[src/rtl/hamming_secded_pipe_if.sv]
// Handshake and data bundle for the pipelined SECDED codec.
// master drives words in and takes results out; slave is the codec.
interface hamming_secded_pipe_if #(
    parameter int DATA_W = 4,
    parameter int CNT_W  = 16
);
    function automatic int calcP(input int dw);
        int p;
        p = 0;
        for (int i = 7; i >= 1; i--) begin
            if ((1 << i) >= dw + i + 1) begin
                p = i;
            end else begin
                p = p;
            end
        end
        return p;
    endfunction

    localparam int P  = calcP(DATA_W);
    localparam int CW = DATA_W + P + 1;

    logic              in_valid;
    logic              in_ready;
    logic [DATA_W-1:0] in_data;
    logic [CW-1:0]     in_code;
    logic              src_sel;
    logic [CW-1:0]     err_mask;
    logic              out_valid;
    logic              out_ready;
    logic [DATA_W-1:0] out_data;
    logic [CW-1:0]     out_code;
    logic [P-1:0]      out_syndrome;
    logic              out_single;
    logic              out_double;
    logic              cnt_clr;
    logic [CNT_W-1:0]  cnt_single;
    logic [CNT_W-1:0]  cnt_double;

    modport master (
        output in_valid, in_data, in_code, src_sel, err_mask, out_ready, cnt_clr,
        input  in_ready, out_valid, out_data, out_code, out_syndrome,
               out_single, out_double, cnt_single, cnt_double
    );

    modport slave (
        input  in_valid, in_data, in_code, src_sel, err_mask, out_ready, cnt_clr,
        output in_ready, out_valid, out_data, out_code, out_syndrome,
               out_single, out_double, cnt_single, cnt_double
    );
endinterface

[src/rtl/hamming_secded_pipe.sv]
// Two-stage Hamming SECDED codec: stage 1 encodes or takes an external codeword and
// injects errors, stage 2 decodes, corrects single errors and flags uncorrectable words.
module hamming_secded_pipe #(
    parameter int DATA_W = 4,
    parameter int CNT_W  = 16
) (
    input logic                  clk,
    input logic                  rst,
    hamming_secded_pipe_if.slave bus
);
    function automatic int calcP(input int dw);
        int p;
        p = 0;
        for (int i = 7; i >= 1; i--) begin
            if ((1 << i) >= dw + i + 1) begin
                p = i;
            end else begin
                p = p;
            end
        end
        return p;
    endfunction

    localparam int P  = calcP(DATA_W);
    localparam int CW = DATA_W + P + 1;
    localparam logic [CW-1:0] oneCw = {{(CW-1){1'b0}}, 1'b1};

    function automatic logic isPow2(input int pos);
        return (pos & (pos - 1)) == 0;
    endfunction

    // Data fills non-power-of-two positions; parity bits cover positions sharing their index bit.
    function automatic logic [CW-1:0] encode(input logic [DATA_W-1:0] d);
        logic [CW-1:0] c;
        logic          par;
        int            k;
        c = '0;
        k = 0;
        for (int pos = 1; pos < CW; pos++) begin
            if (!isPow2(pos)) begin
                c[pos] = d[k];
                k++;
            end
        end
        for (int b = 0; b < P; b++) begin
            par = 1'b0;
            for (int pos = 1; pos < CW; pos++) begin
                par = par ^ (c[pos] & pos[b]);
            end
            c[1 << b] = par;
        end
        c[0] = ^c[CW-1:1];
        return c;
    endfunction

    function automatic logic [P-1:0] syndrome(input logic [CW-1:0] c);
        logic [P-1:0] s;
        s = '0;
        for (int pos = 1; pos < CW; pos++) begin
            s = s ^ (P'(pos) & {P{c[pos]}});
        end
        return s;
    endfunction

    function automatic logic [DATA_W-1:0] extract(input logic [CW-1:0] c);
        logic [DATA_W-1:0] d;
        int                k;
        d = '0;
        k = 0;
        for (int pos = 1; pos < CW; pos++) begin
            if (!isPow2(pos)) begin
                d[k] = c[pos];
                k++;
            end
        end
        return d;
    endfunction

    logic              s1Valid_r;
    logic [CW-1:0]     s1Code_r;
    logic [CW-1:0]     stage1Word_s;
    logic              inFire_s;
    logic              s2Load_s;
    logic              outFire_s;
    logic [P-1:0]      synd_s;
    logic              overall_s;
    logic [CW-1:0]     fixCode_s;
    logic              single_s;
    logic              double_s;
    logic              outValid_r;
    logic [DATA_W-1:0] outData_r;
    logic [CW-1:0]     outCode_r;
    logic [P-1:0]      outSyndrome_r;
    logic              outSingle_r;
    logic              outDouble_r;
    logic [CNT_W-1:0]  cntSingle_r;
    logic [CNT_W-1:0]  cntDouble_r;

    assign s2Load_s  = s1Valid_r & (~outValid_r | bus.out_ready);
    assign inFire_s  = bus.in_valid & bus.in_ready;
    assign outFire_s = outValid_r & bus.out_ready;

    assign bus.in_ready     = ~s1Valid_r | ~outValid_r | bus.out_ready;
    assign bus.out_valid    = outValid_r;
    assign bus.out_data     = outData_r;
    assign bus.out_code     = outCode_r;
    assign bus.out_syndrome = outSyndrome_r;
    assign bus.out_single   = outSingle_r;
    assign bus.out_double   = outDouble_r;
    assign bus.cnt_single   = cntSingle_r;
    assign bus.cnt_double   = cntDouble_r;

    // Select the source codeword and apply the injected error pattern.
    always_comb begin
        if (bus.src_sel) begin
            stage1Word_s = bus.in_code ^ bus.err_mask;
        end else begin
            stage1Word_s = encode(bus.in_data) ^ bus.err_mask;
        end
    end

    // Stage 1 holds its word until stage 2 can take it.
    always_ff @(posedge clk) begin
        if (rst) begin
            s1Valid_r <= 1'b0;
            s1Code_r  <= '0;
        end else if (inFire_s) begin
            s1Valid_r <= 1'b1;
            s1Code_r  <= stage1Word_s;
        end else if (s2Load_s) begin
            s1Valid_r <= 1'b0;
        end
    end

    // Classify the stage-1 word; a syndrome beyond the codeword means more than one error.
    always_comb begin
        synd_s    = syndrome(s1Code_r);
        overall_s = ^s1Code_r;
        fixCode_s = s1Code_r;
        single_s  = 1'b0;
        double_s  = 1'b0;
        if (!overall_s) begin
            double_s = (synd_s != '0);
        end else if (int'(synd_s) < CW) begin
            single_s  = 1'b1;
            fixCode_s = s1Code_r ^ (oneCw << synd_s);
        end else begin
            double_s = 1'b1;
        end
    end

    // Output stage; fields only change when a new word is loaded.
    always_ff @(posedge clk) begin
        if (rst) begin
            outValid_r    <= 1'b0;
            outData_r     <= '0;
            outCode_r     <= '0;
            outSyndrome_r <= '0;
            outSingle_r   <= 1'b0;
            outDouble_r   <= 1'b0;
        end else if (s2Load_s) begin
            outValid_r    <= 1'b1;
            outData_r     <= extract(fixCode_s);
            outCode_r     <= fixCode_s;
            outSyndrome_r <= synd_s;
            outSingle_r   <= single_s;
            outDouble_r   <= double_s;
        end else if (bus.out_ready) begin
            outValid_r <= 1'b0;
        end
    end

    // Saturating error counters; clear has priority over a same-cycle increment.
    always_ff @(posedge clk) begin
        if (rst || bus.cnt_clr) begin
            cntSingle_r <= '0;
            cntDouble_r <= '0;
        end else begin
            if (outFire_s && outSingle_r && (cntSingle_r != '1)) begin
                cntSingle_r <= cntSingle_r + CNT_W'(1);
            end
            if (outFire_s && outDouble_r && (cntDouble_r != '1)) begin
                cntDouble_r <= cntDouble_r + CNT_W'(1);
            end
        end
    end
endmodule

[src/flat_wrapper.sv]
// flat-port wrapper written by rule: the top's interface ports become plain ports
module hamming_secded_pipe_flat 
#(
    parameter int DATA_W = 4,
    parameter int CNT_W  = 16
)
  (clk, rst, bus_in_valid, bus_in_data, bus_in_code, bus_src_sel, bus_err_mask, bus_out_ready, bus_cnt_clr, bus_in_ready, bus_out_valid, bus_out_data, bus_out_code, bus_out_syndrome, bus_out_single, bus_out_double, bus_cnt_single, bus_cnt_double);
  hamming_secded_pipe_if #(.DATA_W(DATA_W), .CNT_W(CNT_W)) bus_i ();
  input logic clk;
  input logic rst;
  input wire logic [$bits(bus_i.in_valid)-1:0] bus_in_valid;
  input wire logic [$bits(bus_i.in_data)-1:0] bus_in_data;
  input wire logic [$bits(bus_i.in_code)-1:0] bus_in_code;
  input wire logic [$bits(bus_i.src_sel)-1:0] bus_src_sel;
  input wire logic [$bits(bus_i.err_mask)-1:0] bus_err_mask;
  input wire logic [$bits(bus_i.out_ready)-1:0] bus_out_ready;
  input wire logic [$bits(bus_i.cnt_clr)-1:0] bus_cnt_clr;
  output wire logic [$bits(bus_i.in_ready)-1:0] bus_in_ready;
  output wire logic [$bits(bus_i.out_valid)-1:0] bus_out_valid;
  output wire logic [$bits(bus_i.out_data)-1:0] bus_out_data;
  output wire logic [$bits(bus_i.out_code)-1:0] bus_out_code;
  output wire logic [$bits(bus_i.out_syndrome)-1:0] bus_out_syndrome;
  output wire logic [$bits(bus_i.out_single)-1:0] bus_out_single;
  output wire logic [$bits(bus_i.out_double)-1:0] bus_out_double;
  output wire logic [$bits(bus_i.cnt_single)-1:0] bus_cnt_single;
  output wire logic [$bits(bus_i.cnt_double)-1:0] bus_cnt_double;
  assign bus_i.in_valid = bus_in_valid;
  assign bus_i.in_data = bus_in_data;
  assign bus_i.in_code = bus_in_code;
  assign bus_i.src_sel = bus_src_sel;
  assign bus_i.err_mask = bus_err_mask;
  assign bus_i.out_ready = bus_out_ready;
  assign bus_i.cnt_clr = bus_cnt_clr;
  assign bus_in_ready = bus_i.in_ready;
  assign bus_out_valid = bus_i.out_valid;
  assign bus_out_data = bus_i.out_data;
  assign bus_out_code = bus_i.out_code;
  assign bus_out_syndrome = bus_i.out_syndrome;
  assign bus_out_single = bus_i.out_single;
  assign bus_out_double = bus_i.out_double;
  assign bus_cnt_single = bus_i.cnt_single;
  assign bus_cnt_double = bus_i.cnt_double;
  hamming_secded_pipe #(.DATA_W(DATA_W), .CNT_W(CNT_W)) u_core (.clk(clk), .rst(rst), .bus(bus_i));
endmodule
[config.mk]
export PLATFORM = sky130hd
export DESIGN_NAME = hamming_secded_pipe_flat
export DESIGN_NICKNAME = d
export VERILOG_FILES = /design/src/rtl/hamming_secded_pipe_if.sv /design/src/rtl/hamming_secded_pipe.sv /design/src/flat_wrapper.sv
export SDC_FILE = /design/constraint.sdc
export NUM_CORES = 1
export LEC_CHECK = 0
export ABC_AREA = 1
export ABC_CLOCK_PERIOD_IN_PS = 1900
export BUFFER_PORTS_ARGS = -buffer_cell sky130_fd_sc_hd__buf_2
export CAP_MARGIN = 15
export CORE_MARGIN = 10
export CORE_UTILIZATION = 54
export DETAILED_ROUTE_END_ITERATION = 10
export MAX_ROUTING_LAYER = met4
export PLACE_DENSITY = 0.85
export SETUP_SLACK_MARGIN = 0.4
export SYNTH_ARGS = -nofsm -noshare
export SYNTH_HDL_FRONTEND = slang
export SYNTH_SLANG_ARGS = --single-unit
[constraint.sdc]
create_clock -name clk -period 1.9 [get_ports clk]
set_clock_uncertainty 0.2 [all_clocks]
set_input_delay 0.38 -clock clk [delete_from_list [all_inputs] [get_ports clk]]
set_output_delay 0.38 -clock clk [all_outputs]
set_load 0.005 [all_outputs]
## Word-level counts from Yosys, hierarchy flattened

Index checks and enable logic that the tools add are counted.

| storage, ports and cells | value |
|---|---|
| output and inout port bits | 51 |
| word-level logic and storage cells | 109 |
| register bits after elaboration | 59 |

| operators by class | value |
|---|---|
| reduce and logical (&&, ||, !) cells | 13 |
| bitwise gates (word level) | 23 |
| muxes and demuxes | 45 |
| order comparisons | 9 |
| add/subtract/negate cells | 6 |
| shift-type cells | 1 |
| eq/ne operators | 2 |

Operator list:

| cell | count |
|---|---|
| $mux W32 | 9 |
| $lt A32 B4 Y1 const B | 6 |
| $add A32 B2 Y32 const B | 4 |
| $ge A32 B1 Y1 const B | 3 |
| $add A16 B1 Y16 const B | 2 |
| $ne A16 B16 Y1 const B | 2 |
| $xor A8 B8 Y8 | 3 |
| $mux W1 | 21 |
| $mux W4 | 4 |
| $mux W8 | 2 |
| $bwmux W4 | 3 |
| $xor A3 B3 Y3 | 4 |
| $reduce_xor A8 Y1 | 1 |
| $shl A1 B3 Y8 const A | 1 |
| $logic_and A1 B1 Y1 | 7 |
| $reduce_xor A7 Y1 | 1 |
| $bmux W1 S2 | 3 |
| $demux W1 S2 | 3 |
| $xor A1 B1 Y1 | 6 |
| $reduce_bool A2 Y1 | 2 |
| $and A1 B1 Y1 | 3 |
| $or A1 B1 Y1 | 3 |
| $reduce_bool A3 Y1 | 1 |
| $xor A3 B2 Y3 | 1 |
| other kinds (3) | 4 |

## Depth between registers and ports, before layout

Gate-level depths: netlist (run 1).

| depth | value |
|---|---|
| word-level depth | 18 |
| mapped depth | 13 |
| gate-level depth less buffers | 12 |

## Least setup slack after synthesis (run 1)

No wires, ideal clock.

| timing | value |
|---|---|
| kind | reg-to-reg |
| start point | register u_core.cntSingle_r[0], in the netlist u_core.bus.cnt_single[0] |
| end point | register u_core.cntSingle_r[7], in the netlist u_core.bus.cnt_single[7] |
| path buffers | 0 |
| path slack | 0.151 ns |
| cell stages (with the launch flop) | 10 |
| arrival time | 1.431 ns |
| library setup time | 0.117 ns |
| period minus slack after synthesis | 1.749 ns |
| data required time | 1.583 ns |
| cells stage by stage | dfxtp_1 -> ha_1 -> nand3_2 -> nor2_2 -> nand3_1 -> nand2_2 -> inv_2 -> nand2_2 -> xor2_1 -> nor2_1 |

| between the ends | value |
|---|---|
| cells in the longest elaborated chain, start to end | 2 |
| elaborated cells between the ends (all ways) | 3 |

Ends and longest elaborated chain:

| element | line | source |
|---|---|---|
| from (decl) | hamming_secded_pipe.sv:96 | `logic [CNT_W-1:0] cntSingle_r;` |
| from (signal assigned) | hamming_secded_pipe.sv:180 | `cntSingle_r <= cntSingle_r + CNT_W'(1);` |
| parallel branches: the longest is 2 deep, another holds $add A16 B1 Y16 | n/a |  |

Parallel ways; which one is timed is not known.
A chain may end at the register's enable or synchronous reset.

## Worst setup path in the final report (run 1)

| timing | value |
|---|---|
| start point | register u_core.s1Code_r[1] |
| end point | register u_core.outCode_r[5], in the netlist u_core.bus.out_code[5] |

| between the ends | value |
|---|---|
| cells in the longest elaborated chain, start to end | 9 |
| elaborated cells between the ends (all ways) | 10 |

Ends and longest elaborated chain:

| element | line | source |
|---|---|---|
| from (decl) | hamming_secded_pipe.sv:80 | `logic [CW-1:0] s1Code_r;` |
| from (signal assigned) | hamming_secded_pipe.sv:129 | `s1Code_r <= stage1Word_s;` |
| $xor A1 B2 Y2 | hamming_secded_pipe.sv:60 | `s = s ^ (P'(pos) & {P{c[pos]}});` |
| $xor A3 B2 Y3 | hamming_secded_pipe.sv:60 |  |
| $xor A3 B3 Y3 (4 in a row) | hamming_secded_pipe.sv:60 |  |
| $shl A1 B3 Y8 | hamming_secded_pipe.sv:146 | `fixCode_s = s1Code_r ^ (oneCw << synd_s);` |
| $xor A8 B8 Y8 | hamming_secded_pipe.sv:146 |  |
| $mux W8 (*) | hamming_secded_pipe.sv:142 | `if (!overall_s) begin` |
| to (signal assigned) | hamming_secded_pipe.sv:164 | `outCode_r <= fixCode_s;` |
| to (decl) | hamming_secded_pipe.sv:92 | `logic [CW-1:0] outCode_r;` |

Every way passes the cells marked *; elsewhere a longest branch is shown, timed or not.

==> impl_metrics.tcl, run 1 <==
set metrics [dict create \
    min_path_type "primary input to register" \
    area_growth_pct 58.7 \
    numCtsBuffers 5 \
    cellLeakagePower_uw 0.00237 \
    rsz0062_at_grt "true" \
    io_buffer_count 76 \
    finalSetupViolCount 0 \
    die_h_um 97.0 \
    cp-end-kind "register" \
    syn_nets 511 \
    timing.final.crit_share_pct 97.5 \
    drive_gt1_share_pct 54.2 \
    cts_tree "yes" \
    fin_util_pct 90.1 \
    io_pins 77 \
    nFillCells 217 \
    min_path_cells 4 \
    mostFrequentLayoutCells "74 x buf_2, 66 x nand2_1, 50 x inv_1" \
    finalCriticalPeriod_ps 1850 \
    cp_data_required_time_ps 1920 \
    layout_setup_ws_ps 46.9 \
    grt_usage_pct 20.3 \
    crit_type "register to register" \
    drc 0 \
    relSlewSlack_pct 54.6 \
    fin_setup_tns_ps 0 \
    ys_seq_area_share_pct 34.4 \
    crit_top_cell "nand2_2" \
    dr.pass1.iters 5 \
    dpl_worst_slack_ps 163 \
    crit_start "u_core.s1Code_r[1]$_SDFFE_PP0P_" \
    drt_iter0_drc 424 \
    slowest_delay_ps 400 \
    wl_um 14300 \
    grt_pass1_vias 3416 \
    critical-path-slowest-cell "dfxtp_4" \
    maxCapViolCount 0 \
    synthDistinctLibCells 39 \
    hold_buffers 0 \
    clk_latency_ps 330 \
    path_cells "inv_4, nand2_1, nand2_2, nand2_2, nand2_4, inv_4, nor2_4, nand2_2, a21oi_2, o21ai_1, nand2_1, inv_1" \
    dp_hpwl_um 6330 \
    final-seq-area_um2 1200 \
    slew_violations 0 \
    endpoint "u_core.bus.out_code[5]$_SDFFE_PP0P_" \
    antenna_found_initial 0 \
    gp_congestion 0.913 \
    synth-edff-count 0 \
    vias 4190 \
    coreArea_um2 5640 \
    initial_core_util_pct 56.8 \
    clkTransAtPathRegs_ps 100 \
    synth_cells 483 \
    r2r-start "u_core.s1Code_r[1]$_SDFFE_PP0P_" \
    avgSynthCellArea_um2 6.63 \
    layout_commonest_cell "buf_2" \
    reg2regPathDepth 12 \
    critPathMaxFanout 5 \
    tightest_slew_ps 680 \
    yosys_warnings 0 \
    arrival_ps 1880 \
    root_buffer "clkbuf_8" \
    rrSetupSlack_ps 50 \
    grt_max_degree 19 \
    synth_flop_cell "dfxtp_1" \
    dieArea_um2 9410 \
    grt_pass1_wl_um 16200 \
    antenna_cells 0 \
    async_flop_share_pct 0 \
    cts_sinks 55 \
    yosys_register_bits 55 \
    synth_area_um2 3200 \
    routed_via_density 6.13 \
    multiInputGateArea_um2 2480 \
    worstReg2RegEnd "u_core.bus.out_code[5]$_SDFFE_PP0P_" \
    status "finished, final reports clean" \
    powerDensity_nw_per_um2 569 \
    nets 638 \
    cts-htree-levels 2 \
    timing.fmax_ghz 0.540 \
    rows 27 \
    clockBufferDepth 2 \
    wl_per_cell_um 20.9 \
    ir_drop_v 0.000348 \
    final-hold-violation-count 0 \
    overflow 0 \
    ant_nets 0 \
    start_kind "register" \
    die_w_um 97.0 \
]
-- cell type report --
class,count,area share [%]
multi-input cells,346,48.7
flip-flops and latches,55,23.5
repair buffers,130,17.2
inverters,70,6.08
clock buffers,7,2.12
well taps,72,1.77
repair inverters,2,0.394
clock inverters,1,0.172
-- routing by layer --
metal	vias to the layer above	GRT usage [%]	wire, um
met2	343	34.5	6880
met3	117	3.90	1310
li1	1795	-	-
met4	0	6.31	923
met5	-	-	0
met1	1935	23.4	5170
-- how the worst min path moves through the flow --
| stage | from | endpoint | slack, ps |
|---|---|---|---|
| floorplan | u_core.bus.cnt_double[0]$_SDFFE_PP0P_ | u_core.bus.cnt_double[0]$_SDFFE_PP0P_ | 250 |
| global placement | u_core.bus.cnt_double[0]$_SDFFE_PP0P_ | u_core.bus.cnt_double[0]$_SDFFE_PP0P_ | 250 |
| detailed placement | u_core.bus.cnt_double[0]$_SDFFE_PP0P_ | u_core.bus.cnt_double[0]$_SDFFE_PP0P_ | 280 |
| CTS | bus_err_mask[5] | u_core.s1Code_r[5]$_SDFFE_PP0P_ | 140 |
| global route | bus_err_mask[7] | u_core.s1Code_r[7]$_SDFFE_PP0P_ | 200 |
| finish | bus_err_mask[4] | u_core.s1Code_r[4]$_SDFFE_PP0P_ | 190 |
-- sequential cells by signal, summed over array words and instances (netlist names), 3 cells and up --
signal	flops
u_core.bus.cnt_double	16
u_core.bus.out_syndrome	3
u_core.bus.out_code	7
u_core.s1Code_r	8
u_core.bus.cnt_single	16
-- synthesized netlist by cell type, types with 3 or more instances --
master,count,area (um2)
a21oi_1,32,160
a31oi_1,4,25.0
buf_2,4,20.0
buf_4,6,45.0
dfxtp_1,55,1100
inv_1,60,225
inv_2,8,30.0
nand2_1,114,428
nand2_2,11,68.8
nand2_4,3,33.8
nand3_1,24,120
nand4_1,6,37.5
nor2_1,56,210
nor2_2,6,37.5
nor3_1,10,50.1
nor3b_1,3,22.5
o21ai_0,26,130
o21ai_1,4,20.0
xnor2_1,6,52.6
xor2_1,17,149
-- power by group --
group / switching (uW) / total (uW) / internal (uW)
Combinational: 518 / 832 / 313
Sequential: 65.1 / 1240 / 1170
Clock: 439 / 821 / 382
Total: 1020 / 2890 / 1870
-- kinds of logic (layout without fill, tap and decap cells) --
group           count (synthesis)  in the layout  synth area share [%]
mux                             2              2                 0.625
simple gates                  245            245                  34.7
buf+inv                        82            210                  10.8
xor+xnor                       23             23                  6.29
fa+ha+maj                       2              2                 0.781
flops                          55             55                  34.4
compound gates                 74             74                  12.5
-- worst max-delay path, delay by kind of cell, from the launching register on --
kind	cells	cell delay (ps)
compound gates	2	270
flops	1	400
simple gates	7	680
buf+inv	3	200
-- through the flow --
step	area, um2	hold slack (ps)	cells	total power [uW]
after CTS	4420	145	663	2560
after global routing	5080	202	683	2950
after floorplan	3290	252	483	1600
after detailed placement	3710	277	624	1720
final	5080	187	683	2890
after global placement	3710	251	624	1700
-- repair_timing --
item                                    4_1_cts  5_1_grt
endpoints found under the setup margin       48       58
buffers inserted                             29       20
pin swaps                                    38       65
gates cloned                                  2        0
resized for setup                           119      136
No activity file was read; power rests on OpenSTA's default activity.
==> inputs of run 2 (changes only) <==
- ABC_AREA: 1 -> unset
- ABC_CLOCK_PERIOD_IN_PS: 1900 -> 2100
- PLACE_DENSITY: 0.85 -> 0.86
- clock period: 1.9 -> 2.1 ns (I/O delays scaled with it)
==> run 2 against run 1 <==
  * Register-to-register slack barely moved
  * Area after synthesis is 1.2% lower
  * Critical path type unchanged
  * Setup slack got worse by 8.6 ps
  * First-iteration DRC count is 44% lower
  * Critical path depth shrank 6
  * Flip-flop and latch count unchanged
  * Highest routed layer unchanged
  * Largest cell class unchanged
  * Combinational power is essentially flat
  * Non-clock buffer count up 19
  * Clock-buffer cell count shrank 1
  * Fmax down 10%
==> impl_metrics.tcl, run 2 <==
set metrics [dict create \
    status "finished, final reports clean" \
    start_kind "register" \
    tightest_slew_ps 642 \
    hold_buffers 0 \
    yosys.area.top_type "dfxtp_1" \
    yosys_register_bits 55 \
    crit_top_cell "a211oi_2" \
    nets 532 \
    io_pins 77 \
    synth-edff-count 0 \
    async_flop_share_pct 0 \
    mostFrequentLayoutCells "77 x buf_2, 57 x nor2_1, 57 x buf_4" \
    fin_setup_tns_ps 0 \
    syn_nets 402 \
    dpl_worst_slack_ps 27.7 \
    yosys-top-cells-area "dfxtp_1 35%, xor2_1 9.1%, nor2_1 7.2%" \
    timing.final.crit_share_pct 98.2 \
    yosys_warnings 0 \
    critPathMaxFanout 6 \
    grt_pass1_wl_um 15300 \
    multiInputGateArea_um2 2480 \
    synth_commonest_cells "61 x nor2_1, 55 x dfxtp_1, 33 x xor2_1" \
    maxCapViolCount 0 \
    initial_core_util_pct 56.5 \
    synth_area_um2 3170 \
    synth.most_common_cell "nor2_1" \
    grt_max_degree 33 \
    min_path_type "primary input to register" \
    cp_data_required_time_ps 2110 \
    crit_type "register to register" \
    dr.pass1.iters 5 \
    gp_congestion 0.871 \
    final-hold-violation-count 0 \
    rsz0062_at_grt "true" \
    wl_per_cell_um 21.1 \
    antenna_cells 0 \
    layout_setup_ws_ps 38.3 \
    ant_nets 0 \
    finalSetupViolCount 0 \
    vias 3516 \
    io_buffer_count 76 \
    slowest_delay_ps 410 \
    die_w_um 96.6 \
    dieArea_um2 9330 \
    routed_via_density 6.09 \
    drt_iter0_drc 238 \
    cp-end-kind "register" \
    clk_latency_ps 320 \
    whs_ps 167 \
    synth_cells 374 \
    clockBufferDepth 2 \
    critical-path-slowest-cell "dfxtp_4" \
    drive_gt1_share_pct 52.9 \
    ys_seq_area_share_pct 34.8 \
    cts_sinks 55 \
    numCtsBuffers 5 \
    grt_pass1_vias 3112 \
    die_h_um 96.6 \
    nFillCells 268 \
    slew_violations 0 \
    relSlewSlack_pct 57.2 \
    cts-htree-levels 2 \
    wl_um 12200 \
    cts_tree "yes" \
    antenna_found_initial 0 \
    root_buffer "clkbuf_8" \
    finalCriticalPeriod_ps 2060 \
    overflow 0 \
    powerDensity_nw_per_um2 521 \
    layout_commonest_cell "buf_2" \
    cellLeakagePower_uw 0.00201 \
    clkTransAtPathRegs_ps 100 \
    synthDistinctLibCells 44 \
    ir_drop_v 0.000347 \
    rows 27 \
    arrival_ps 2070 \
    grt_usage_pct 21.0 \
    coreArea_um2 5610 \
    fin_util_pct 87.0 \
    path_cells "buf_4, xnor2_4, nand3_2, a211oi_2, xnor2_1, a211oi_2" \
    synth_top_area_share_pct 34.8 \
    synth_flop_cell "dfxtp_1" \
    timing.fmax_ghz 0.485 \
    drc 0 \
    area_growth_pct 54.1 \
    dp_hpwl_um 5930 \
    final-seq-area_um2 1190 \
    avgSynthCellArea_um2 8.47 \
]
run 2: cell types whose count changed after synthesis, sizes merged, moves of 5 or more:
cell / before / now
nand3: 25 / 17
nand2: 128 / 20
o21ai: 30 / 9
a21oi: 33 / 15
xnor2: 6 / 24
and3: 2 / 7
xor2: 17 / 33
clkbuf: 1 / 16
nand4: 6 / 12
o211ai: 2 / 8
inv: 69 / 5
a211oi: 0 / 16
mux2i: 2 / 12
run 2: repair_timing:
item | in CTS | in global routing
gates cloned | 2 | 0
gates resized for setup | 62 | 65
buffers inserted | 27 | 32
setup endpoints to repair | 39 | 45
pin swaps | 30 | 48
run 2: cell families after synthesis:
family / after synthesis / synth area share (%)
compound gates: 58 / 12.8
xor+xnor: 62 / 19.5
fa+ha+maj: 2 / 0.790
buf+inv: 32 / 4.98
flops: 55 / 34.8
mux: 12 / 3.79
simple gates: 153 / 23.4
run 2: report_power, final:
group,internal [uW],switching [uW],total (uW)
combinational,407,427,834
sequential,1060,53.7,1120
clock,234,358,592
run 2: cell type report:
class,count,area share [%]
clock buffer,6,1.49
clock inverter,2,0.256
inverter,5,0.385
multi-input combinational,288,50.7
sequential,55,24.5
tap,72,1.85
timing repair buffer,149,20.8
run 2: path summary, 6_finish.rpt:
kind,from,end,slack (ps),cells past startpoint
hold reg to reg,u_core.s1Valid_r$_SDFFE_PP0P_,u_core.bus.out_valid$_SDFFE_PP0P_,300,2
hold / removal,bus_in_valid,u_core.s1Valid_r$_SDFFE_PP0P_,170,3
setup reg to reg,u_core.s1Code_r[6]$_SDFFE_PP0P_,u_core.bus.out_code[3]$_SDFFE_PP0P_,40,6
setup / recovery,u_core.s1Code_r[6]$_SDFFE_PP0P_,u_core.bus.out_code[3]$_SDFFE_PP0P_,40,6
run 2: per-layer routing:
| layer | GRT usage (%) | wire length, um | share of wire (%) | up-vias |
|---|---|---|---|---|
| met5 | - | 0 | 0 | - |
| met3 | 3.24 | 915 | 7.5 | 54 |
| met1 | 23.4 | 4420 | 36 | 1675 |
| met2 | 36.4 | 6260 | 51 | 215 |
| li1 | - | - | - | 1572 |
| met4 | 9.08 | 588 | 4.8 | 0 |
run 2: through the flow:
stage,instance area (um2),instances,power (uW)
floorplan,3360,374,1550
global placement,3780,508,1670
detailed placement,3780,508,1680
CTS,4380,545,2390
global route,4880,577,2640
finish,4880,577,2540
run 2: worst max-delay path: cells and delay by family, from the launching register on:
family,cells,cell delay [ps]
flops,1,410
simple gates,1,150
compound gates,2,600
xor+xnor,2,430
buf+inv,1,170
==> inputs of run 3 (changes only) <==
- CORE_MARGIN: 10 -> unset
- PLACE_DENSITY: 0.86 -> 0.81
==> run 3 against run 2 <==
  * Sequential share of layout area about the same
  * Flip-flop and latch count unchanged
  * Critical path depth unchanged
  * Wire length decreased by 7.8%
  * Largest power group unchanged
  * Global-route usage increased by 9.3 points
  * Non-clock buffer count increased by 1
==> impl_metrics.tcl, run 3 (synthesis results as in run 2) <==
set metrics [dict create \
    cp-end-kind "register" \
    clkTransAtPathRegs_ps 100 \
    cts-htree-levels 2 \
    pwr-share-comb_pct 30.7 \
    rrSetupSlack_ps 180 \
    grt_pass1_vias 2978 \
    nFillCells 274 \
    antenna_cells 0 \
    hold_buffers 0 \
    cp_data_required_time_ps 2130 \
    wl_per_cell_um 19.4 \
    io_pins 77 \
    layout_commonest_cell "buf_2" \
    arrival_ps 1950 \
    timing.final.crit_share_pct 91.5 \
    tightest_slew_ps 667 \
    clockBufferDepth 2 \
    wl_um 11200 \
    ir_drop_v 0.000333 \
    grt_pass1_wl_um 14400 \
    rsz0062_at_grt "true" \
    slowest_delay_ps 430 \
    rows 27 \
    grt_max_degree 33 \
    area_growth_pct 53.0 \
    power_switching_uw 846 \
    cts_sinks 55 \
    pwr-share-seq_pct 43.8 \
    gp_congestion 0.876 \
    io_buffer_count 76 \
    critical-path-slowest-cell "dfxtp_4" \
    ant_nets 0 \
    met2RoutedLength_um 5480 \
    top_layer "met4" \
    reg2regPathDepth 6 \
    initial_core_util_pct 56.8 \
    grt_usage_pct 30.3 \
    coreArea_um2 5570 \
    antenna_found_initial 0 \
    r2r-start "u_core.s1Code_r[7]$_SDFFE_PP0P_" \
    mostFrequentLayoutCells "77 x buf_2, 60 x buf_4, 57 x nor2_1" \
    die_h_um 78.6 \
    pwr-share-clk_pct 25.5 \
    crit_type "register to register" \
    routed_via_density 5.98 \
    dieArea_um2 6170 \
    fin_util_pct 86.9 \
    maxCapViolCount 0 \
    cellLeakagePower_uw 0.00203 \
    finalSetupViolCount 0 \
    drt_iter0_drc 286 \
    numCtsBuffers 5 \
    fin_setup_tns_ps 0 \
    swShare_pct 32.9 \
    wl_met1_um 4430 \
    path_cells "buf_4, xor2_4, nand3_1, a211oi_2, xnor2_1, a211oi_1" \
    dr.pass1.iters 5 \
    crit_start "u_core.s1Code_r[7]$_SDFFE_PP0P_" \
    timing.fmax_ghz 0.520 \
    die_w_um 78.6 \
    vias 3458 \
    dp_hpwl_um 5270 \
    powerDensity_nw_per_um2 531 \
    root_buffer "clkbuf_8" \
    min_path_cells 3 \
    endpoint "u_core.bus.out_code[2]$_SDFFE_PP0P_" \
    nets 533 \
    relSlewSlack_pct 55.6 \
    dr_wl_met3_um 815 \
    cts_tree "yes" \
    p_int_uw 1730 \
    critPathMaxFanout 7 \
    worstReg2RegEnd "u_core.bus.out_code[2]$_SDFFE_PP0P_" \
    slew_violations 0 \
    clk_latency_ps 330 \
    min_path_type "primary input to register" \
    final-hold-violation-count 0 \
    status "finished, final reports clean" \
    finalCriticalPeriod_ps 1920 \
    start_kind "register" \
    drive_gt1_share_pct 50.6 \
    overflow 0 \
    drc 0 \
]
[run 3: cell types whose count changed in the layout (fill, tap and decap cells not counted), sizes merged]
cell	before	now
buf	149	150
[run 3: timing repair]
item | 4_1_cts | 5_1_grt
pin swaps | 32 | 34
gates cloned | 2 | 0
setup buffers | 23 | 32
endpoints found under the setup margin | 36 | 44
gates resized for setup | 63 | 51
[run 3: worst min-delay path by stage]
stage | from | to | slack [ps]
5_1_grt | bus_in_valid | u_core.s1Valid_r$_SDFFE_PP0P_ | 170
3_3_place_gp | u_core.s1Valid_r$_SDFFE_PP0P_ | u_core.bus.out_valid$_SDFFE_PP0P_ | 250
3_5_place_dp | u_core.s1Valid_r$_SDFFE_PP0P_ | u_core.bus.out_valid$_SDFFE_PP0P_ | 270
4_1_cts | bus_in_valid | u_core.s1Valid_r$_SDFFE_PP0P_ | 150
2_1_floorplan | u_core.s1Valid_r$_SDFFE_PP0P_ | u_core.bus.out_valid$_SDFFE_PP0P_ | 230
6_report | bus_in_valid | u_core.s1Valid_r$_SDFFE_PP0P_ | 160
[run 3: power by group through the flow]
stage               combinational (uW)  sequential (uW)  clock, uW
finish                             791             1130        655
CTS                                652             1120        644
floorplan                          424             1130          0
global placement                   512             1150          0
global route                       828             1130        701
detailed placement                 526             1150          0
[run 3: stage by stage]
step	setup slack, ps	hold WS (ps)	cells	area, um2	total power, uW
after detailed placement	60.2	273	513	3810	1680
final	179	161	578	4840	2570
after global routing	78.1	172	578	4840	2660
after global placement	112	249	513	3810	1660
after floorplan	338	234	374	3360	1550
after CTS	281	151	546	4390	2420
[run 3: final cells by class]
class | instances | area [um2] | area share, %
tap | 72 | 90.1 | 1.86
multi-input combinational | 288 | 2450 | 50.6
inverter | 5 | 18.8 | 0.387
clock inverter | 2 | 16.3 | 0.336
clock buffer | 6 | 82.6 | 1.70
timing repair buffer | 150 | 1000 | 20.6
sequential | 55 | 1190 | 24.5
[run 3: metal layers]
metal | global-route usage, % | vias to the layer above
met5 | - | -
met4 | 10.0 | 0
met1 | 38.2 | 1628
met3 | 5.00 | 59
met2 | 49.2 | 208
li1 | - | 1563
[run 3: worst max-delay path, delay by kind of cell, from the launching register on]
| family | cells | cell delay [ps] |
|---|---|---|
| AOI/OAI and AO/OA | 2 | 510 |
| DFF | 1 | 430 |
| xor gates and xnor gates | 2 | 410 |
| buffers and inverters | 1 | 160 |
| and+or+nand+nor | 1 | 140 |
